## src/rtl/stopwatch_pkg.sv

```systemverilog
// Shared types and constants for the stopwatch time base and BCD digit chain.
package stopwatch_pkg;

    localparam int BCD_WIDTH = 4;

    localparam logic [BCD_WIDTH-1:0] DIGIT_MAX_9 = 4'd9;
    localparam logic [BCD_WIDTH-1:0] DIGIT_MAX_5 = 4'd5;

    typedef enum logic [1:0] {
        IDLE    = 2'd0,
        RUNNING = 2'd1,
        PAUSED  = 2'd2
    } sw_state_e;

endpackage

```

## src/rtl/bcd_digit_counter.sv

```systemverilog
// One BCD digit of the time chain; rolls over to 0 past MAX and passes the carry up.
module bcd_digit_counter
    import stopwatch_pkg::*;
#(
    parameter logic [BCD_WIDTH-1:0] MAX = DIGIT_MAX_9
) (
    input  logic                 clock,
    input  logic                 reset,
    input  logic                 clr,
    input  logic                 carry_in,
    output logic [BCD_WIDTH-1:0] digit,
    output logic                 carry_out
);

    logic [BCD_WIDTH-1:0] digit_q;
    logic [BCD_WIDTH-1:0] digit_d;

    // ">=" keeps an out-of-range value from ever counting further into 10-15.
    always_comb begin
        digit_d = digit_q;
        if (clr) begin
            digit_d = '0;
        end else if (carry_in) begin
            digit_d = (digit_q >= MAX) ? '0 : digit_q + 1'b1;
        end
    end

    always_ff @(posedge clock) begin
        if (reset) begin
            digit_q <= '0;
        end else begin
            digit_q <= digit_d;
        end
    end

    assign digit     = digit_q;
    assign carry_out = carry_in & (digit_q == MAX);

endmodule

```

## src/rtl/stopwatch_bcd_counter.sv

```systemverilog
// Stopwatch core: clock prescaler to a 1/100 s tick, run/pause/clear FSM and MM:SS.cc BCD chain.
//   state   | meaning
//   IDLE    | time zero, stopped, prescaler held at 0
//   RUNNING | prescaler counting, digits advance on every tick
//   PAUSED  | stopped, digits and partial prescaler count held
module stopwatch_bcd_counter
    import stopwatch_pkg::*;
#(
    parameter int CLOCK_FREQ = 50000000,
    parameter int TICK_HZ    = 100
) (
    input  logic                 clock,
    input  logic                 reset,
    input  logic                 start_stop,
    input  logic                 clear,
    output logic [BCD_WIDTH-1:0] cs_ones,
    output logic [BCD_WIDTH-1:0] cs_tens,
    output logic [BCD_WIDTH-1:0] sec_ones,
    output logic [BCD_WIDTH-1:0] sec_tens,
    output logic [BCD_WIDTH-1:0] min_ones,
    output logic [BCD_WIDTH-1:0] min_tens,
    output logic                 running,
    output logic                 wrap
);

    localparam int DIVIDE = CLOCK_FREQ / TICK_HZ;
    localparam int PRE_W  = (DIVIDE > 1) ? $clog2(DIVIDE) : 1;
    localparam logic [PRE_W-1:0] PRESC_LAST = PRE_W'(DIVIDE - 1);

    if (DIVIDE < 2) begin : g_divide_check
        $error("stopwatch_bcd_counter: CLOCK_FREQ/TICK_HZ must be at least 2");
    end

    sw_state_e        state_q, state_d;
    logic [PRE_W-1:0] presc_q, presc_d;
    logic             running_q;
    logic             wrap_q;
    logic             clr_digits;
    logic             tick;
    logic [6:0]       carry;

    assign tick = (state_q == RUNNING) && (presc_q == PRESC_LAST);

    // clear beats start_stop only in PAUSED; elsewhere clear has no effect.
    always_comb begin
        state_d    = state_q;
        clr_digits = 1'b0;
        unique case (state_q)
            IDLE: begin
                if (start_stop) state_d = RUNNING;
            end
            RUNNING: begin
                if (start_stop) state_d = PAUSED;
            end
            PAUSED: begin
                if (clear) begin
                    state_d    = IDLE;
                    clr_digits = 1'b1;
                end else if (start_stop) begin
                    state_d = RUNNING;
                end
            end
            default: begin
                state_d    = IDLE;
                clr_digits = 1'b1;
            end
        endcase
    end

    always_comb begin
        presc_d = presc_q;
        if (clr_digits || (state_q == IDLE)) begin
            presc_d = '0;
        end else if (state_q == RUNNING) begin
            presc_d = tick ? '0 : presc_q + 1'b1;
        end
    end

    always_ff @(posedge clock) begin
        if (reset) begin
            state_q   <= IDLE;
            presc_q   <= '0;
            running_q <= 1'b0;
            wrap_q    <= 1'b0;
        end else begin
            state_q   <= state_d;
            presc_q   <= presc_d;
            running_q <= (state_d == RUNNING);
            wrap_q    <= carry[6];
        end
    end

    assign carry[0] = tick;

    bcd_digit_counter #(.MAX(DIGIT_MAX_9)) u_cs_ones (
        .clock(clock), .reset(reset), .clr(clr_digits),
        .carry_in(carry[0]), .digit(cs_ones), .carry_out(carry[1])
    );

    bcd_digit_counter #(.MAX(DIGIT_MAX_9)) u_cs_tens (
        .clock(clock), .reset(reset), .clr(clr_digits),
        .carry_in(carry[1]), .digit(cs_tens), .carry_out(carry[2])
    );

    bcd_digit_counter #(.MAX(DIGIT_MAX_9)) u_sec_ones (
        .clock(clock), .reset(reset), .clr(clr_digits),
        .carry_in(carry[2]), .digit(sec_ones), .carry_out(carry[3])
    );

    bcd_digit_counter #(.MAX(DIGIT_MAX_5)) u_sec_tens (
        .clock(clock), .reset(reset), .clr(clr_digits),
        .carry_in(carry[3]), .digit(sec_tens), .carry_out(carry[4])
    );

    bcd_digit_counter #(.MAX(DIGIT_MAX_9)) u_min_ones (
        .clock(clock), .reset(reset), .clr(clr_digits),
        .carry_in(carry[4]), .digit(min_ones), .carry_out(carry[5])
    );

    // Carry out of the top digit is exactly the 59:59.99 rollover.
    bcd_digit_counter #(.MAX(DIGIT_MAX_5)) u_min_tens (
        .clock(clock), .reset(reset), .clr(clr_digits),
        .carry_in(carry[5]), .digit(min_tens), .carry_out(carry[6])
    );

    assign running = running_q;
    assign wrap    = wrap_q;

endmodule
```

## config.mk

```make
export PLATFORM = sky130hd
export DESIGN_NAME = stopwatch_bcd_counter
export DESIGN_NICKNAME = d
export VERILOG_FILES = /design/src/rtl/stopwatch_pkg.sv /design/src/rtl/bcd_digit_counter.sv /design/src/rtl/stopwatch_bcd_counter.sv
export SDC_FILE = /design/constraint.sdc
export NUM_CORES = 1
export LEC_CHECK = 0
export ABC_CLOCK_PERIOD_IN_PS = 6610
export CORE_ASPECT_RATIO = 1.4
export CORE_UTILIZATION = 50
export DETAILED_ROUTE_END_ITERATION = 6
export PLACE_DENSITY = 0.83
export SETUP_SLACK_MARGIN = 0.05
export SLEW_MARGIN = 20
export SYNTH_ARGS = -nofsm -noshare
export SYNTH_HDL_FRONTEND = slang
export SYNTH_HIERARCHICAL = 1
export SYNTH_SLANG_ARGS = --single-unit
```

## constraint.sdc

```tcl
create_clock -name clock -period 6.61 [get_ports clock]
set_input_delay 1.322 -clock clock [delete_from_list [all_inputs] [get_ports clock]]
set_output_delay 1.322 -clock clock [all_outputs]
set_load 0.01 [all_outputs]
```

==> qor.csv, run 1 <==
metric,value,unit
Finished Core Util,0.631,
Peak supply drop,0.123,mV
post-detailed-route wirelength per cell,13.2,um
power per cell area,173,nW/um2
RD Place Congestion,0.831,
Filler cells,427,
die width,61.5,um
Clock Pin Slew Worst Setup and Hold Paths,90,ps
# port buffers,29,
R2R cell count,16,
worst r2r src,presc_q[0],
Worst path slowest cell,nor3b_1,
CTS Buf Count,5,
layout cells sized above 1,0.0682,
post-cts resize count,0,
Starting Density,0.534,
clk sinks,47,
postcts setup bufs,0,
Slew @ Worst Pin,733,ps
"wirelength, routed",4870,um
Ports,30,
Detailed Place HPWL,3580,um
#FFs+latches synth,47,
FF+latch area,941,um2
PnR Total Power,508,uW
"Avg Cell Area, Syn",9.05,um2
Ant. Diodes,0,
final cell count without fillers,370,
Hold Path Origin,presc_q[1],
H-Tree Depth,2,
DRT iter0 DRCs,62,
Root Buffer Master,clkbuf_8,
die height,85.3,um
period utilisation layout,0.842,
critical path's largest stage delay,660,ps
Netlist cell types,40,
P_leak,0.986,nW
CTS max path bufs,2,
post-route cell area,2930,um2
crit-path max FO,8,
Post-route DRC,0,
RSZ-0062 raised after global routing,no,
CP Class,register to register,
dpl cells,362,
Hold Crit Depth,2,
ANT nets after route,0,
"Remaining Overflow, GRT",0,
Syn Nets,297,
Max Fclk,0.180,GHz
Synth warnings,6,
CORE AREA,4640,um2
Post-layout nets,330,
"commonest non-fill, non-tap cells in the layout","dfxtp_1 (47), nor2_1 (34), clkdlybuf4s50_1 (29), nand2_1 (22), ha_1 (19)",
CP bufs+invs,1,
setup TNS,0,ps
post-place instance area,2830,um2
Synth Instances,274,
Fin Clk Skew,8.96,ps
vias after detailed routing,2045,
CP startpoint kind,register,
Relative slew margins,0.510,
Critical Path End Type,register,
die footprint,5250,um2
Worst EP required,6820,ps
CTS tree,yes,
clock latency on the worst-skew pair,310,ps
Synth Cell Area,2480,um2
vias in the first global route,1906,
Worst Path Arrival,5780,ps
Setup-failing EPs final,0,
outcome,"complete, no violations",
fin crit period,5570,ps
detailed-router iteration count before antenna repair,4,
GRT Overall Usage,0.204,
number of max-cap violations,0,
Worst Hold Path EP,presc_q[1],
initial antenna violation count,0,
"Seq/Total Area, Yosys",0.380,
largest net degree at the start of global routing,19,
"setup slack, reg-to-reg",1040,ps
area of the multi-input gates,1450,um2
"commonest non-fill, non-tap cell in the layout",dfxtp_1,
final max-slew violation count,0,
P&R area growth vs syn,18.2,%
worst min path class,register to register,
final hold viol count,0,
first-pass GRT wire length,8180,um
dominant delay contributor by cell family on the critical path,simple AND/OR/NAND/NOR gates,
post-cts hold buffer count,0,
vias per inst,5.53,
FF-to-FF End,u_min_tens/digit[2],
row cnt,29,
critical path cell sequence,ha_1 > nand4b_1 > nor4bb_1 > buf_4 > nand2_1 > nor3b_1 > nand2_1 > nor3b_1 > nand2_1 > nor3b_1 > and4b_1 > nand2_1 > nor3b_1 > nor4bb_1 > a21oi_1 > a211oi_1,
metal layers:
layer,vias up,GRT usage,share of wire
li1,1036,-,-
met1,973,0.241,0.42
met2,30,0.345,0.53
met3,6,0.0381,0.036
met4,0,0.0889,0.015
met5,-,0,0
where the power goes:
group	internal (mW)	switching, mW
registers	0.286	0.00390
logic	0.0107	0.0141
clock network	0.0952	0.0982
cell type report:
class | instances | area share
Inverter | 16 | 0.0205
Tap cell | 62 | 0.0265
Sequential cell | 47 | 0.321
Multi-Input combinational cell | 207 | 0.495
Clock buffer | 7 | 0.0329
Timing Repair Buffer | 30 | 0.102
Clock inverter | 1 | 0.00256
Yosys cell counts:
master,n,share of area
nand2b_1,1,0.0025
nor2b_1,2,0.0050
and4b_1,3,0.012
o211ai_1,1,0.0030
or3_1,9,0.023
buf_6,2,0.0091
and4_1,1,0.0035
xnor2_1,10,0.035
o21ai_0,6,0.012
a211oi_1,2,0.0061
nand4_2,1,0.0050
o21bai_1,2,0.0061
or4b_1,2,0.0081
and3_2,1,0.0030
nor3_1,4,0.0081
nor3b_1,9,0.027
mux2i_1,5,0.020
dfxtp_1,47,0.38
and3_1,1,0.0025
nand2_1,22,0.033
o22ai_1,4,0.010
nor4bb_1,5,0.020
inv_1,16,0.024
a2111o_1,2,0.0091
ha_1,19,0.096
a21oi_1,12,0.024
or4_4,2,0.0091
o21a_1,1,0.0030
nand3_1,4,0.0081
nor4_1,2,0.0050
xor2_1,16,0.057
nand4b_1,2,0.0071
nand4_1,14,0.035
or4_2,1,0.0035
o31ai_1,1,0.0030
nand2b_4,2,0.011
clkbuf_2,1,0.0020
nor2_1,34,0.051
o21ai_2,4,0.014
buf_2,1,0.0020
sequential cells by signal (all words and copies together), names as in the netlist:
register          count
u_sec_ones/digit      4
running               1
u_cs_ones/digit       4
u_min_tens/digit      4
state_q               2
presc_q              19
u_sec_tens/digit      4
u_cs_tens/digit       4
wrap                  1
u_min_ones/digit      4
stage by stage:
step	setup slack (ps)	hold slack, ps
global placement	1340	467
detailed placement	1080	489
floorplan	1520	454
finish	1040	498
CTS	1080	500
global route	366	530
cells by family after synthesis:
logic type | Yosys count | synth area share
muxes | 5 | 0.0202
DFF | 47 | 0.380
adders and majority gates | 19 | 0.0959
and+or+nand+nor | 122 | 0.284
AOI/OAI and AO/OA | 35 | 0.0909
xor gates and xnor gates | 26 | 0.0919
buffers and inverters | 20 | 0.0374
how the worst max path moves through the flow:
stage,depth (start not counted),start,to
after detailed placement,16,presc_q[0],u_min_tens/digit[2]
final,16,presc_q[0],u_min_tens/digit[2]
after CTS,16,presc_q[0],u_min_tens/digit[2]
after global placement,16,presc_q[0],u_min_tens/digit[2]
after floorplan,15,presc_q[0],u_min_tens/digit[2]
after global routing,16,presc_q[0],u_min_tens/digit[2]
worst reg2reg max path: stages, from the launching register on:
cell	delay, ps
dfxtp_1	400
ha_1	230
nand4b_1	310
nor4bb_1	370
buf_4	190
nand2_1	80
nor3b_1	530
nand2_1	190
nor3b_1	600
nand2_1	190
nor3b_1	660
and4b_1	420
nand2_1	120
nor3b_1	610
nor4bb_1	270
a21oi_1	70
a211oi_1	230
Note: power is estimated with default switching activity, not from simulation.
==> inputs of run 2 (changes only) <==
ABC_CLOCK_PERIOD_IN_PS = 4500   (was 6610)
PLACE_DENSITY = 0.86   (was 0.83)
clock period = 4.5 ns   (was 6.61 ns; I/O delays follow)
==> qor.csv, run 2 (same netlist as run 1, synthesis figures left out) <==
metric,value,unit,change
vias after detailed routing,2104,,+2.9%
CP Class,register to register,,
CTS tree,yes,,
post-detailed-route wirelength per cell,14.3,um,+8.6%
die width,61.5,um,unchanged
P&R area growth vs syn,19.2,%,
DRT iter0 DRCs,76,,+23%
final max-slew violation count,0,,unchanged
FF+latch area,941,um2,unchanged
crit-path max FO,8,,unchanged
outcome,"complete, no violations",,
first-pass GRT wire length,8660,um,+5.8%
Root Buffer Master,clkbuf_8,,
layout cells sized above 1,0.0841,,+0.0160
area of the multi-input gates,1480,um2,+2.4%
Worst EP required,4710,ps,-2110 ps
Clock Pin Slew Worst Setup and Hold Paths,80,ps,about the same
row cnt,29,,unchanged
fin crit period,4000,ps,-1570 ps
Starting Density,0.534,,unchanged
CP startpoint kind,register,,
Ports,30,,unchanged
CTS Buf Count,5,,unchanged
Relative slew margins,0.556,,+0.0458
Worst path slowest cell,nor4bb_4,,
WL met2,2790,um,+8.7%
Fin Clk Skew,7.42,ps,-1.54 ps
critical path cell sequence,nor4bb_1 > nand2_1 > nor4bb_4 > nand2_1 > nor3b_2 > nand2_1 > nor3b_2 > nand2_1 > nor3b_2 > and4b_1 > nand2_1 > nor3b_2 > nor4bb_1 > a21oi_1 > a211oi_1,,
initial antenna violation count,0,,unchanged
number of max-cap violations,0,,unchanged
worst min path class,register to register,,
power per cell area,235,nW/um2,+36%
clock latency on the worst-skew pair,300,ps,about the same
vias per inst,5.67,,+2.6%
Critical Path End Type,register,,
CTS max path bufs,2,,unchanged
critical path's largest stage delay,470,ps,-190 ps
"Remaining Overflow, GRT",0,,unchanged
"commonest non-fill, non-tap cells in the layout","dfxtp_1 (47), nor2_1 (34), clkdlybuf4s50_1 (29), nand2_1 (22), ha_1 (19)",,
Slew @ Worst Pin,666,ps,-67.6 ps
postcts setup bufs,0,,unchanged
Peak supply drop,0.187,mV,+51%
die footprint,5250,um2,unchanged
met3 wire len,195,um,+13%
# port buffers,29,,unchanged
die height,85.3,um,unchanged
largest net degree at the start of global routing,19,,unchanged
Post-layout nets,333,,+0.91%
Filler cells,405,,-5.2%
Worst Path Arrival,4200,ps,-1580 ps
RD Place Congestion,0.840,,+1.1%
register with the highest flop count,presc_q,,
detailed-router iteration count before antenna repair,4,,unchanged
Routed met1 length,2210,um,+7.0%
setup TNS,0,ps,unchanged
clk sinks,47,,unchanged
max FFs per register,19,,unchanged
CP dominant cell by count,nand2_1,,
H-Tree Depth,2,,unchanged
Post-route DRC,0,,unchanged
Setup-failing EPs final,0,,unchanged
Detailed Place HPWL,3850,um,+7.7%
ANT nets after route,0,,unchanged
"commonest non-fill, non-tap cell in the layout",dfxtp_1,,
GRT Overall Usage,0.217,,+0.0132
P_leak,1.01,nW,+2.7%
final hold viol count,0,,unchanged
PnR Total Power,695,uW,+37%
CORE AREA,4640,um2,unchanged
Ant. Diodes,0,,unchanged
Hold WS,492,ps,-6.63 ps
period utilisation layout,0.888,,+0.0457
"wirelength, routed",5300,um,+8.9%
Max Fclk,0.250,GHz,+39%
Max Used Layer,met4,,
vias in the first global route,1977,,+3.7%
-- run 2: through the flow --
stage          cells   util  cell area [um2]  worst slack [ps]
6_report         371  0.636             2960               504
5_1_grt          371  0.636             2960             -30.8
4_1_cts          371  0.633             2940               166
3_5_place_dp     365  0.617             2870               174
3_3_place_gp     365  0.617             2870               333
2_1_floorplan    274      -             2500               100
-- run 2: layout make-up --
cell class | count | area share
flip-flops and latches | 47 | 0.318
repair buffers | 33 | 0.108
clock buffers | 6 | 0.0246
well taps | 62 | 0.0262
multi-input cells | 207 | 0.502
inverters | 16 | 0.0203
-- run 2: worst paths after layout --
check	slack [ps]	depth (start not counted)	start	to
min	490	2	presc_q[18]	presc_q[18]
min reg2reg	490	2	presc_q[18]	presc_q[18]
max reg2reg	500	15	presc_q[10]	u_min_tens/digit[2]
max	500	15	presc_q[10]	u_min_tens/digit[2]
-- run 2: worst max-delay path: cells and delay by family, from the launching register on --
kind             cells  cell delay, ps
AO/OA/AOI/OAI        2             280
flip-flops           1             370
AND/OR/NAND/NOR     13            3260
-- run 2: report_power, final --
part	switching, mW	internal, mW
logic	0.0208	0.0157
clock network	0.130	0.104
registers	0.00582	0.420
total	0.156	0.539
-- run 2: repair_timing --
item                                    4_1_cts  5_1_grt
endpoints found under the setup margin        0        4
gates resized for setup                       0        2
hold buffers                                  0        0
-- run 2: per-layer routing --
metal,vias up,track usage
li1,1033,-
met1,1013,0.246
met2,45,0.370
met3,13,0.0503
met4,0,0.0990
met5,-,0
==> inputs of run 3 (changes only) <==
CAP_MARGIN = 20   (was default)
SLEW_MARGIN = default   (was 20)
==> qor.csv, run 3 (same netlist as run 1, synthesis figures left out) <==
metric,value,unit,change
first-pass GRT wire length,8660,um,unchanged
internal power,540,uW,+0.12%
Critical Path End Type,register,,
power per cell area,236,nW/um2,+0.42%
die height,85.3,um,unchanged
"wirelength, routed",5360,um,+0.98%
R2R cell count,15,,unchanged
Sw Share,0.228,,+0.00332
largest net degree at the start of global routing,19,,unchanged
NetSw,159,uW,+2.0%
Peak supply drop,0.187,mV,+0.11%
Detailed Place HPWL,3850,um,unchanged
dpl ws,174,ps,unchanged
critical path cell sequence,nor4bb_1 > nand2_1 > nor4bb_4 > nand2_1 > nor3b_2 > nand2_1 > nor3b_2 > nand2_1 > nor3b_2 > and4b_1 > nand2_1 > nor3b_2 > nor4bb_1 > a21oi_1 > a211oi_1,,
"Remaining Overflow, GRT",0,,unchanged
CP Class,register to register,,
clk sinks,47,,unchanged
post-route cell area,2960,um2,+0.13%
Worst EP required,4710,ps,about the same
post-place instance area,2870,um2,unchanged
CP startpoint kind,register,,
Flop pwr share,0.609,,-0.003
"setup slack, reg-to-reg",470,ps,-40 ps
ANT nets after route,0,,unchanged
CTS tree,yes,,
Worst path slowest cell,nor4bb_4,,
detailed-router iteration count before antenna repair,6,,+2
outcome,"complete, no violations",,
Root Buffer Master,clkbuf_8,,
CP bufs+invs,0,,unchanged
Filler cells,407,,+0.49%
Post-route DRC,0,,unchanged
vias after detailed routing,2106,,+0.095%
worst min path class,register to register,,
period utilisation layout,0.896,,+0.00783
fin crit period,4030,ps,+35.2 ps
FF-to-FF End,u_min_tens/digit[2],,
Starting Density,0.534,,unchanged
vias in the first global route,1977,,unchanged
"commonest non-fill, non-tap cell in the layout",dfxtp_1,,
CTS Buf Count,5,,unchanged
clock latency on the worst-skew pair,300,ps,about the same
die footprint,5250,um2,unchanged
post-cts hold buffer count,0,,unchanged
critical path's largest stage delay,480,ps,about the same
Ant. Diodes,0,,unchanged
layout cells sized above 1,0.0839,,-0.000271
P&R area growth vs syn,19.4,%,
vias per inst,5.66,,-0.17%
dominant delay contributor by cell family on the critical path,simple AND/OR/NAND/NOR gates,,
Relative slew margins,0.609,,+0.0530
Hold Path Origin,presc_q[18],,
P_leak,1.02,nW,+0.32%
PnR Total Power,699,uW,+0.55%
max FFs per register,19,,unchanged
"commonest non-fill, non-tap cells in the layout","dfxtp_1 (47), nor2_1 (34), clkdlybuf4s50_1 (29), nand2_1 (22), ha_1 (19)",,
RD Place Congestion,0.840,,unchanged
Fin Clk Skew,9.05,ps,+1.63 ps
die width,61.5,um,unchanged
combinational power share,0.053,,about the same
RSZ-0062 raised after global routing,no,,
min setup slack post-route,469,ps,-35.2 ps
row cnt,29,,unchanged
clock share of power,0.338,,+0.002
Slew @ Worst Pin,585,ps,-80.9 ps
Clock Pin Slew Worst Setup and Hold Paths,80,ps,about the same
Ports,30,,unchanged
final max-slew violation count,0,,unchanged
number of max-cap violations,0,,unchanged
register with the highest flop count,presc_q,,
Hold Crit Depth,2,,unchanged
CP dominant cell by count,nand2_1,,
worst r2r src,presc_q[9],,
Setup-failing EPs final,0,,unchanged
crit-path max FO,8,,unchanged
H-Tree Depth,2,,unchanged
initial antenna violation count,0,,unchanged
post-detailed-route wirelength per cell,14.4,um,+0.71%
Max Fclk,0.248,GHz,-0.87%
# port buffers,29,,unchanged
Worst Hold Path EP,presc_q[18],,
Worst Path Arrival,4240,ps,+40 ps
CORE AREA,4640,um2,unchanged
DRT iter0 DRCs,71,,-6.6%
setup TNS,0,ps,unchanged
GRT Overall Usage,0.217,,unchanged
final hold viol count,0,,unchanged
Post-layout nets,334,,+0.30%
CTS max path bufs,2,,unchanged
Hold WS,493,ps,+0.743 ps
run 3: cell types whose count changed in the layout (fill, tap and decap cells not counted), sizes merged:
cell  delta
buf      +1
run 3: metal layers:
| metal | GRT usage | vias up | wire, um |
|---|---|---|---|
| li1 | - | 1036 | - |
| met1 | 0.246 | 1008 | 2210 |
| met2 | 0.370 | 48 | 2820 |
| met3 | 0.0503 | 14 | 200 |
| met4 | 0.0990 | 0 | 129 |
| met5 | 0 | - | 0 |
run 3: layout make-up:
type | count | area [um2] | area share
well taps | 62 | 77.6 | 0.0262
flip-flops and latches | 47 | 941 | 0.318
multi-input cells | 207 | 1480 | 0.500
clock buffers | 6 | 72.6 | 0.0245
repair buffers | 34 | 328 | 0.111
inverters | 16 | 60.1 | 0.0203
run 3: power by group through the flow:
stage / clock (mW) / sequential (mW) / combinational, mW
6_report: 0.236 / 0.426 / 0.0372
3_5_place_dp: 0 / 0.435 / 0.0361
4_1_cts: 0.241 / 0.425 / 0.0361
2_1_floorplan: 0 / 0.434 / 0.0247
5_1_grt: 0.262 / 0.427 / 0.0412
3_3_place_gp: 0 / 0.435 / 0.0347
run 3: through the flow:
step,std cells,util
final,372,0.637
after global routing,372,0.637
after global placement,365,0.617
after detailed placement,365,0.617
after CTS,371,0.633
after floorplan,274,-
run 3: worst max-delay path by stage:
| stage | from | end | cells past startpoint |
|---|---|---|---|
| 3_3_place_gp | presc_q[10] | u_min_tens/digit[2] | 15 |
| 3_5_place_dp | presc_q[3] | u_min_tens/digit[2] | 14 |
| 2_1_floorplan | presc_q[0] | u_min_tens/digit[2] | 15 |
| 6_report | presc_q[9] | u_min_tens/digit[2] | 15 |
| 4_1_cts | presc_q[3] | u_min_tens/digit[2] | 14 |
| 5_1_grt | presc_q[10] | u_min_tens/digit[2] | 15 |
run 3: timing repair:
| action | in CTS | in global routing |
|---|---|---|
| setup endpoints to repair | 0 | 4 |
| gates resized for setup | 0 | 2 |
| setup buffers | 0 | 0 |
run 3: worst register-to-register path, cell delays in order, from the launching register on:
cell,delay [ps]
dfxtp_1,360
nor4bb_1,410
nand2_1,160
nor4bb_4,490
nand2_1,170
nor3b_2,230
nand2_1,120
nor3b_2,230
nand2_1,130
nor3b_2,240
and4b_1,350
nand2_1,130
nor3b_2,400
nor4bb_1,250
a21oi_1,70
a211oi_1,210
